## src/rtl/extio_mailbox_pkg.sv

```systemverilog
// ----------------------------------------------------------------------------
// extio_pkg : register offsets, STATUS/CTRL bit positions, bus-cycle states
// Revision  : 1.0
// ----------------------------------------------------------------------------
`default_nettype none
`timescale 1ns/1ps

package extio_pkg;

  localparam logic [1:0] REG_DATA    = 2'd0;
  localparam logic [1:0] REG_STATUS  = 2'd1;
  localparam logic [1:0] REG_CTRL    = 2'd2;
  localparam logic [1:0] REG_SCRATCH = 2'd3;

  localparam int ST_RX_NEMPTY = 0;
  localparam int ST_TX_NFULL  = 1;
  localparam int ST_RX_FULL   = 2;
  localparam int ST_TX_EMPTY  = 3;
  localparam int ST_OVER      = 4;
  localparam int ST_UNDER     = 5;

  localparam int CTRL_RX_IE = 0;
  localparam int CTRL_TX_IE = 1;
  localparam int CTRL_FLUSH = 7;

  typedef enum logic [1:0] {
    IDLE   = 2'd0,
    WAIT   = 2'd1,
    ACTIVE = 2'd2
  } cyc_state_t;

endpackage

`default_nettype wire

```

## src/rtl/extio_mailbox_if.sv

```systemverilog
// ----------------------------------------------------------------------------
// extio_mailbox_if : 6809 external I/O bus as seen by the mailbox target
// Revision         : 1.0
// ----------------------------------------------------------------------------
`default_nettype none
`timescale 1ns/1ps

interface extio_mailbox_if;
  logic       E;
  logic       nCSEXTIO;
  logic       RnW;
  logic [1:0] ADDR;
  logic [7:0] DATA_in;
  logic [7:0] DATA_out;
  logic       DATA_oe;
  logic       MRDY;

  modport master (
    output E, nCSEXTIO, RnW, ADDR, DATA_in,
    input  DATA_out, DATA_oe, MRDY
  );

  modport slave (
    input  E, nCSEXTIO, RnW, ADDR, DATA_in,
    output DATA_out, DATA_oe, MRDY
  );
endinterface

`default_nettype wire

```

## src/rtl/extio_mailbox_sync_fifo.sv

```systemverilog
// ----------------------------------------------------------------------------
// sync_fifo : single-clock FIFO with wrap-bit pointers and a priority flush
// Revision  : 1.0
// ----------------------------------------------------------------------------
`default_nettype none
`timescale 1ns/1ps

module sync_fifo #(
  parameter int WIDTH = 8,
  parameter int DEPTH = 8
) (
  input  logic             clk,
  input  logic             rst,
  input  logic             push,
  input  logic             pop,
  input  logic             flush,
  input  logic [WIDTH-1:0] din,
  output logic [WIDTH-1:0] dout,
  output logic             full,
  output logic             empty
);

  localparam int AW = (DEPTH > 1) ? $clog2(DEPTH) : 1;

  logic [AW:0]      wr_ptr;
  logic [AW:0]      rd_ptr;
  logic [WIDTH-1:0] mem [DEPTH];
  logic             do_push;
  logic             do_pop;

  assign empty   = (wr_ptr == rd_ptr);
  assign full    = (wr_ptr[AW-1:0] == rd_ptr[AW-1:0]) & (wr_ptr[AW] != rd_ptr[AW]);
  // Flush beats any push or pop landing on the same edge
  assign do_push = push & ~full & ~flush;
  assign do_pop  = pop & ~empty & ~flush;
  assign dout    = mem[rd_ptr[AW-1:0]];

  always_ff @(posedge clk or posedge rst) begin
    if (rst) begin
      wr_ptr <= '0;
      rd_ptr <= '0;
    end else if (flush) begin
      wr_ptr <= '0;
      rd_ptr <= '0;
    end else begin
      if (do_push) wr_ptr <= wr_ptr + 1'b1;
      if (do_pop)  rd_ptr <= rd_ptr + 1'b1;
    end
  end

  always_ff @(posedge clk) begin
    if (do_push) mem[wr_ptr[AW-1:0]] <= din;
  end

endmodule

`default_nettype wire

```

## src/rtl/extio_mailbox.sv

```systemverilog
// ----------------------------------------------------------------------------
// extio_mailbox : 6809 EXTIO bus target bridging the CPU to an RX/TX byte agent
//                 Optional nIRQ output when EXTIO_MAILBOX_IRQ_EN is defined.
// Revision      : 1.0
// ----------------------------------------------------------------------------
`default_nettype none
`timescale 1ns/1ps

module extio_mailbox
  import extio_pkg::*;
#(
  parameter int          FIFO_DEPTH  = 8,
  parameter int          WAIT_CYCLES = 2,
  parameter logic [7:0]  RESET_CTRL  = 8'h00
) (
  input  logic            CLKX4,
  input  logic            RESET,
  extio_mailbox_if.slave  bus,
  input  logic [7:0]      RX_DATA,
  input  logic            RX_VALID,
  output logic            RX_READY,
  output logic [7:0]      TX_DATA,
  output logic            TX_VALID,
  input  logic            TX_READY
`ifdef EXTIO_MAILBOX_IRQ_EN
  ,
  output logic            nIRQ
`endif
);

  localparam logic [7:0] WAIT_INIT = 8'(WAIT_CYCLES);

  cyc_state_t state;
  logic [7:0] wcnt;
  logic       sel, sel_q, mrdy_q;
  logic [1:0] acc_addr;
  logic       acc_rnw;
  logic [7:0] acc_wdata;
  logic       commit, cpu_wr, cpu_rd;
  logic       over_q, under_q;
  logic [7:0] scratch_q;
  logic [1:0] ctrl_lo;
  logic [7:0] rdata;
  logic       rx_push, rx_pop, tx_push, tx_pop, flush;
  logic       rx_full, rx_empty, tx_full, tx_empty;
  logic [7:0] rx_dout, tx_dout;

  assign sel    = ~bus.nCSEXTIO & bus.E;
  assign commit = (state == ACTIVE) & ~sel & sel_q;
  assign cpu_wr = commit & ~acc_rnw;
  assign cpu_rd = commit & acc_rnw;

  always_ff @(posedge CLKX4 or posedge RESET) begin
    if (RESET) begin
      state  <= IDLE;
      wcnt   <= '0;
      mrdy_q <= 1'b1;
      sel_q  <= 1'b0;
    end else begin
      sel_q <= sel;
      case (state)
        IDLE: begin
          if (sel & ~sel_q) begin
            if (WAIT_CYCLES == 0) begin
              state <= ACTIVE;
            end else begin
              state  <= WAIT;
              wcnt   <= WAIT_INIT;
              mrdy_q <= 1'b0;
            end
          end
        end
        WAIT: begin
          // A vanished select abandons the access without any side effect
          if (~sel) begin
            state  <= IDLE;
            mrdy_q <= 1'b1;
          end else if (wcnt == 8'd1) begin
            state  <= ACTIVE;
            mrdy_q <= 1'b1;
          end else begin
            wcnt <= wcnt - 8'd1;
          end
        end
        ACTIVE: begin
          if (~sel & sel_q) state <= IDLE;
        end
        default: begin
          state  <= IDLE;
          mrdy_q <= 1'b1;
        end
      endcase
    end
  end

  // Address, direction and write data are held from the last selected cycle
  // so the commit on the E-falling edge does not depend on bus hold time.
  always_ff @(posedge CLKX4 or posedge RESET) begin
    if (RESET) begin
      acc_addr  <= '0;
      acc_rnw   <= 1'b1;
      acc_wdata <= '0;
    end else if (sel) begin
      acc_addr  <= bus.ADDR;
      acc_rnw   <= bus.RnW;
      acc_wdata <= bus.DATA_in;
    end
  end

  always_ff @(posedge CLKX4 or posedge RESET) begin
    if (RESET) begin
      over_q    <= 1'b0;
      under_q   <= 1'b0;
      scratch_q <= 8'h00;
    end else if (cpu_rd) begin
      if ((acc_addr == REG_DATA) && rx_empty) under_q <= 1'b1;
    end else if (cpu_wr) begin
      case (acc_addr)
        REG_DATA: if (tx_full) over_q <= 1'b1;
        REG_STATUS: begin
          if (acc_wdata[ST_OVER])  over_q  <= 1'b0;
          if (acc_wdata[ST_UNDER]) under_q <= 1'b0;
        end
        REG_SCRATCH: scratch_q <= acc_wdata;
        default: ;
      endcase
    end
  end

`ifdef EXTIO_MAILBOX_IRQ_EN
  logic [1:0] ctrl_ie;

  always_ff @(posedge CLKX4 or posedge RESET) begin
    if (RESET) begin
      ctrl_ie <= RESET_CTRL[1:0];
      nIRQ    <= 1'b1;
    end else begin
      if (cpu_wr && (acc_addr == REG_CTRL)) ctrl_ie <= acc_wdata[1:0];
      nIRQ <= ~((ctrl_ie[CTRL_RX_IE] & ~rx_empty) | (ctrl_ie[CTRL_TX_IE] & tx_empty));
    end
  end

  assign ctrl_lo = ctrl_ie;
`else
  logic unused_reset_ctrl;

  assign unused_reset_ctrl = ^RESET_CTRL;
  assign ctrl_lo           = 2'b00;
`endif

  assign rx_push  = RX_VALID & RX_READY;
  assign rx_pop   = cpu_rd & (acc_addr == REG_DATA) & ~rx_empty;
  assign tx_push  = cpu_wr & (acc_addr == REG_DATA);
  assign tx_pop   = TX_VALID & TX_READY;
  assign flush    = cpu_wr & (acc_addr == REG_CTRL) & acc_wdata[CTRL_FLUSH];

  assign RX_READY = ~rx_full & ~RESET;
  assign TX_VALID = ~tx_empty;
  assign TX_DATA  = tx_dout;

  sync_fifo #(.WIDTH(8), .DEPTH(FIFO_DEPTH)) u_rx_fifo (
    .clk   (CLKX4),
    .rst   (RESET),
    .push  (rx_push),
    .pop   (rx_pop),
    .flush (flush),
    .din   (RX_DATA),
    .dout  (rx_dout),
    .full  (rx_full),
    .empty (rx_empty)
  );

  sync_fifo #(.WIDTH(8), .DEPTH(FIFO_DEPTH)) u_tx_fifo (
    .clk   (CLKX4),
    .rst   (RESET),
    .push  (tx_push),
    .pop   (tx_pop),
    .flush (flush),
    .din   (acc_wdata),
    .dout  (tx_dout),
    .full  (tx_full),
    .empty (tx_empty)
  );

  always_comb begin
    rdata = 8'h00;
    case (bus.ADDR)
      REG_DATA:    rdata = rx_empty ? 8'h00 : rx_dout;
      REG_STATUS:  rdata = {2'b00, under_q, over_q, tx_empty, rx_full, ~tx_full, ~rx_empty};
      REG_CTRL:    rdata = {6'b000000, ctrl_lo};
      REG_SCRATCH: rdata = scratch_q;
      default:     rdata = 8'h00;
    endcase
  end

  // Read data is forced to zero whenever the buffer is not being driven
  assign bus.DATA_oe  = sel & bus.RnW & (state != IDLE);
  assign bus.DATA_out = bus.DATA_oe ? rdata : 8'h00;
  assign bus.MRDY     = mrdy_q;

endmodule

`default_nettype wire
```

## src/flat_wrapper.sv

```systemverilog
// flat-port wrapper written by rule: the top's interface ports become plain ports
module extio_mailbox_flat import extio_pkg::*;
#(
  parameter int          FIFO_DEPTH  = 8,
  parameter int          WAIT_CYCLES = 2,
  parameter logic [7:0]  RESET_CTRL  = 8'h00
)
  (CLKX4, RESET, RX_DATA, RX_VALID, RX_READY, TX_DATA, TX_VALID, TX_READY, bus_E, bus_nCSEXTIO, bus_RnW, bus_ADDR, bus_DATA_in, bus_DATA_out, bus_DATA_oe, bus_MRDY);
  extio_mailbox_if bus_i ();
  input  logic CLKX4;
  input  logic RESET;
  input  logic [7:0] RX_DATA;
  input  logic RX_VALID;
  output logic RX_READY;
  output logic [7:0] TX_DATA;
  output logic TX_VALID;
  input  logic TX_READY;
  input wire logic [$bits(bus_i.E)-1:0] bus_E;
  input wire logic [$bits(bus_i.nCSEXTIO)-1:0] bus_nCSEXTIO;
  input wire logic [$bits(bus_i.RnW)-1:0] bus_RnW;
  input wire logic [$bits(bus_i.ADDR)-1:0] bus_ADDR;
  input wire logic [$bits(bus_i.DATA_in)-1:0] bus_DATA_in;
  output wire logic [$bits(bus_i.DATA_out)-1:0] bus_DATA_out;
  output wire logic [$bits(bus_i.DATA_oe)-1:0] bus_DATA_oe;
  output wire logic [$bits(bus_i.MRDY)-1:0] bus_MRDY;
  assign bus_i.E = bus_E;
  assign bus_i.nCSEXTIO = bus_nCSEXTIO;
  assign bus_i.RnW = bus_RnW;
  assign bus_i.ADDR = bus_ADDR;
  assign bus_i.DATA_in = bus_DATA_in;
  assign bus_DATA_out = bus_i.DATA_out;
  assign bus_DATA_oe = bus_i.DATA_oe;
  assign bus_MRDY = bus_i.MRDY;
  extio_mailbox #(.FIFO_DEPTH(FIFO_DEPTH), .WAIT_CYCLES(WAIT_CYCLES), .RESET_CTRL(RESET_CTRL)) u_core (.CLKX4(CLKX4), .RESET(RESET), .bus(bus_i), .RX_DATA(RX_DATA), .RX_VALID(RX_VALID), .RX_READY(RX_READY), .TX_DATA(TX_DATA), .TX_VALID(TX_VALID), .TX_READY(TX_READY));
endmodule
```

## config.mk

```make
export PLATFORM = sky130hd
export DESIGN_NAME = extio_mailbox_flat
export DESIGN_NICKNAME = d
export VERILOG_FILES = /design/src/rtl/extio_mailbox_pkg.sv /design/src/rtl/extio_mailbox_if.sv /design/src/rtl/extio_mailbox_sync_fifo.sv /design/src/rtl/extio_mailbox.sv /design/src/flat_wrapper.sv
export SDC_FILE = /design/constraint.sdc
export NUM_CORES = 1
export LEC_CHECK = 0
export CORE_UTILIZATION = 54
export CTS_BUF_LIST = sky130_fd_sc_hd__clkbuf_4 sky130_fd_sc_hd__clkbuf_8 sky130_fd_sc_hd__clkbuf_16
export DETAILED_ROUTE_END_ITERATION = 10
export PLACE_DENSITY = 0.73
export SLEW_MARGIN = 30
export SYNTH_ARGS = -nofsm -noshare
export SYNTH_HDL_FRONTEND = slang
export SYNTH_SLANG_ARGS = --single-unit
```

## constraint.sdc

```tcl
create_clock -name CLKX4 -period 3.3 [get_ports CLKX4]
set_input_delay 0.495 -clock CLKX4 [delete_from_list [all_inputs] [get_ports CLKX4]]
set_output_delay 0.495 -clock CLKX4 [all_outputs]
set_load 0.03 [all_outputs]
```

==> metrics.txt <==
MaxCap Viol Count 0; hold_sp u_core.bus.MRDY$_DFFE_PP1P_; setup TNS 0 ns; post-synthesis sequential area ratio between 60% and 70%; Area contributors post-synth edfxtp_1 51%, dfrtp_1 16%, mux4_2 9.2%, nand2_1 3.1%, mux2_2 2.7%; worst reg-to-reg setup slack approximately 0.87 ns; fin area 8910 µm²; status complete, no violations; GRT Residual Overflow 0; # setup viols final 0; Worst Skew between 0.009 and 0.01 ns; Vias/cell slightly below 6; fin crit share 94.3%; Worst-Skew Late Latency 0.43 ns; Worst setup startpoint u_core.u_tx_fifo.rd_ptr[0]$_DFFE_PP0P_; Mapped Avg Cell Area 15.2 µm²; Post-synth top flop edfxtp_1; Ys Warns 0; row cnt 42; hold_ws 0.481 ns; Hold Vio Cnt, Final 0; Clock Tree Buf Depth 2; Worst R2R Path Depth 7; max frequency between 300 and 400 MHz; post-route ant nets 0; DR WL/cell 20.5 µm; routability cong. 0.844; dpl cell area ~8300 µm²; Period minus WS final around 3.1 ns; FFs w/ async S/R, synth 27.7%; vias in the first global route about 4500; Post-Synthesis Cells 498; PwrDens ~730 nW/µm²; number of flops mapped to enable cells by yosys about 130; share of cells above drive strength 1 between 20% and 30%; CTS buffer count 17; #FFs+latches synth 177; Hold Crit Class reg2reg; largest net degree at the start of global routing 50; Crit Path Max Fanout 12; Final nets ~590; DR pass1 iterations 4; RSZ-0062 raised after global routing false; Port Buffer Count 44; Lkg Pwr between 3 and 4 nW; Tot Pwr 6.49 mW; Area growth, synth to finish 17.9%; die area around 14000 µm²; DP Worst Slack 0.308 ns; Root Buffer Master clkbuf_16; worst path arrival time 2.62 ns; Slew Limit Fails 0; crit start category flop; CTS tree done; # IOs 45; Core ar. around 13000 µm²; mapped cell area between 7000 and 8000 µm²; top cell type by total area after synthesis edfxtp_1; register area between 5000 and 6000 µm²; r2r endpoint u_core.u_tx_fifo.mem[3][3]$_DFFE_PP_; Setup CP Type reg2out; synth unique cells between 50 and 60; Post-CTS Resized 0; Synth top area share between 50% and 60%; final wirelength 15.4 mm; initial antenna violation count 0; crit path capture TX_DATA[3]; post-CTS setup buffer count 0; clock-pin slew on the worst setup and hold paths ~0.060 ns; measured slew at the worst slew-check pin roughly 0.79 ns; Req. time, crit path around 2.8 ns; # diodes 0; IR drop worst, VDD roughly 0.42 mV; global-route wire length before repair 24.5 mm; Critical Path End Type primary output; die height between 100 and 150 µm; Total GRT Usage 23.4%; Initial Util 56.2%; number of hold buffers added after CTS 0; detailed placement HPWL 10.3 mm; DR iter-0 viols around 280; synthesized net count ~530; H-tree depth 4; Final Worst Setup Slack around 0.19 ns; Slew headroom 47.5%; CTS Sinks 177; Vias about 4300; footprint of the multi-input gates 2320 µm²; reg-to-reg startpoint u_core.u_tx_fifo.wr_ptr[1]$_DFFE_PP0P_; Fillers 970; chip width around 120 µm; drt drc 0
cell usage after synthesis (3+ instances only):
cell type  count
buf_2         15
nand3_1       16
nor4_1         7
o21ai_0       11
edfxtp_1     128
dfrtp_1       47
ha_1           6
nor3_1         5
a21oi_1       15
xnor2_1       10
o211ai_1       3
nor3b_1        6
inv_1          8
clkbuf_1       9
nor2_1        28
mux4_2        31
nand2b_1       5
nor4_2         3
xor2_1        13
nand2_1       62
nor4b_1        5
mux2i_1        4
mux2_2        18
per-layer routing:
metal / vias up / part of all wire (%) / global-route usage (%)
li1: 2014 / - / -
met1: 2191 / 44 / 32.7
met2: 113 / 49 / 37.4
met3: 16 / 6.0 / 4.58
met4: 0 / 1.2 / 7.41
met5: - / 0 / 0
layout make-up:
| cell class | count | area share (%) |
|---|---|---|
| inverter | 10 | 0.449 |
| tap | 176 | 2.47 |
| clock buffer | 19 | 4.94 |
| timing repair buffer | 74 | 7.26 |
| clock inverter | 13 | 1.97 |
| multi-input combinational | 281 | 26.0 |
| sequential | 177 | 56.9 |
per-stage QoR:
step                util, %  instances
floorplan                 -        498
CTS                    66.1        750
finish                 66.3        750
detailed placement     61.5        718
global route           66.3        750
global placement       61.5        718
worst min path at each step:
stage / endpoint / cells past startpoint
after floorplan: u_core.acc_rnw$_DFFE_PP1P_ / 2
after global placement: u_core.acc_rnw$_DFFE_PP1P_ / 2
after detailed placement: u_core.bus.MRDY$_DFFE_PP1P_ / 2
after CTS: u_core.bus.MRDY$_DFFE_PP1P_ / 2
after global routing: u_core.bus.MRDY$_DFFE_PP1P_ / 2
final: u_core.bus.MRDY$_DFFE_PP1P_ / 2
kinds of logic (layout without fill, tap and decap cells):
logic type | after synthesis | in the layout | synth area share (%)
xor+xnor | 23 | 23 | 2.66
fa+ha+maj | 6 | 6 | 0.993
flops | 177 | 177 | 67.1
buf+inv | 40 | 116 | 2.56
simple gates | 156 | 156 | 10.6
mux | 53 | 53 | 12.4
compound gates | 43 | 43 | 3.66
cells in the final DEF (no fill, tap or decap), types with 3 or more instances in the layout:
cell type and count:
clkinv_4 3, bufinv_16 3, nor3b_1 6, o211ai_1 3
clkbuf_16 17, edfxtp_1 128, nand2_1 62, mux2i_1 4
nor4_1 7, nand3_1 16, nor2_1 28, mux2_2 18
clkdlybuf4s50_1 35, mux4_2 31, dfrtp_1 47, o21ai_0 11
nor4b_1 4, inv_1 7, xor2_1 13, buf_4 38
xnor2_1 10, nand2b_1 5, inv_6 4, a21oi_1 15
nor4_2 3, ha_1 6, nor3_1 5
worst max-delay path, stage by stage, from the launching register on:
cell and delay, ns:
dfrtp_1 0.33, buf_4 0.25, buf_6 0.21, mux4_2 0.53, mux2_2 0.28, clkdlybuf4s50_1 0.59
power by group:
| part | total (mW) | internal (mW) | switching (mW) | leakage, nW |
|---|---|---|---|---|
| logic | 1.61 | 0.765 | 0.848 | 1.18 |
| registers | 2.80 | 2.60 | 0.205 | 1.78 |
| clock network | 2.08 | 1.22 | 0.852 | 0.302 |
sequential cells by signal, summed over array words and instances, names as in the netlist:
name / count
u_core.acc_addr: 2
u_core.under_q: 1
u_core.u_tx_fifo.mem: 64
u_core.wcnt: 8
u_core.u_tx_fifo.rd_ptr: 4
u_core.state: 2
u_core.acc_rnw: 1
u_core.over_q: 1
u_core.bus.MRDY: 1
u_core.scratch_q: 8
u_core.u_tx_fifo.wr_ptr: 4
u_core.acc_wdata: 8
u_core.u_rx_fifo.mem: 64
u_core.sel_q: 1
u_core.u_rx_fifo.wr_ptr: 4
u_core.u_rx_fifo.rd_ptr: 4
No activity file was read; power rests on OpenSTA's default activity.
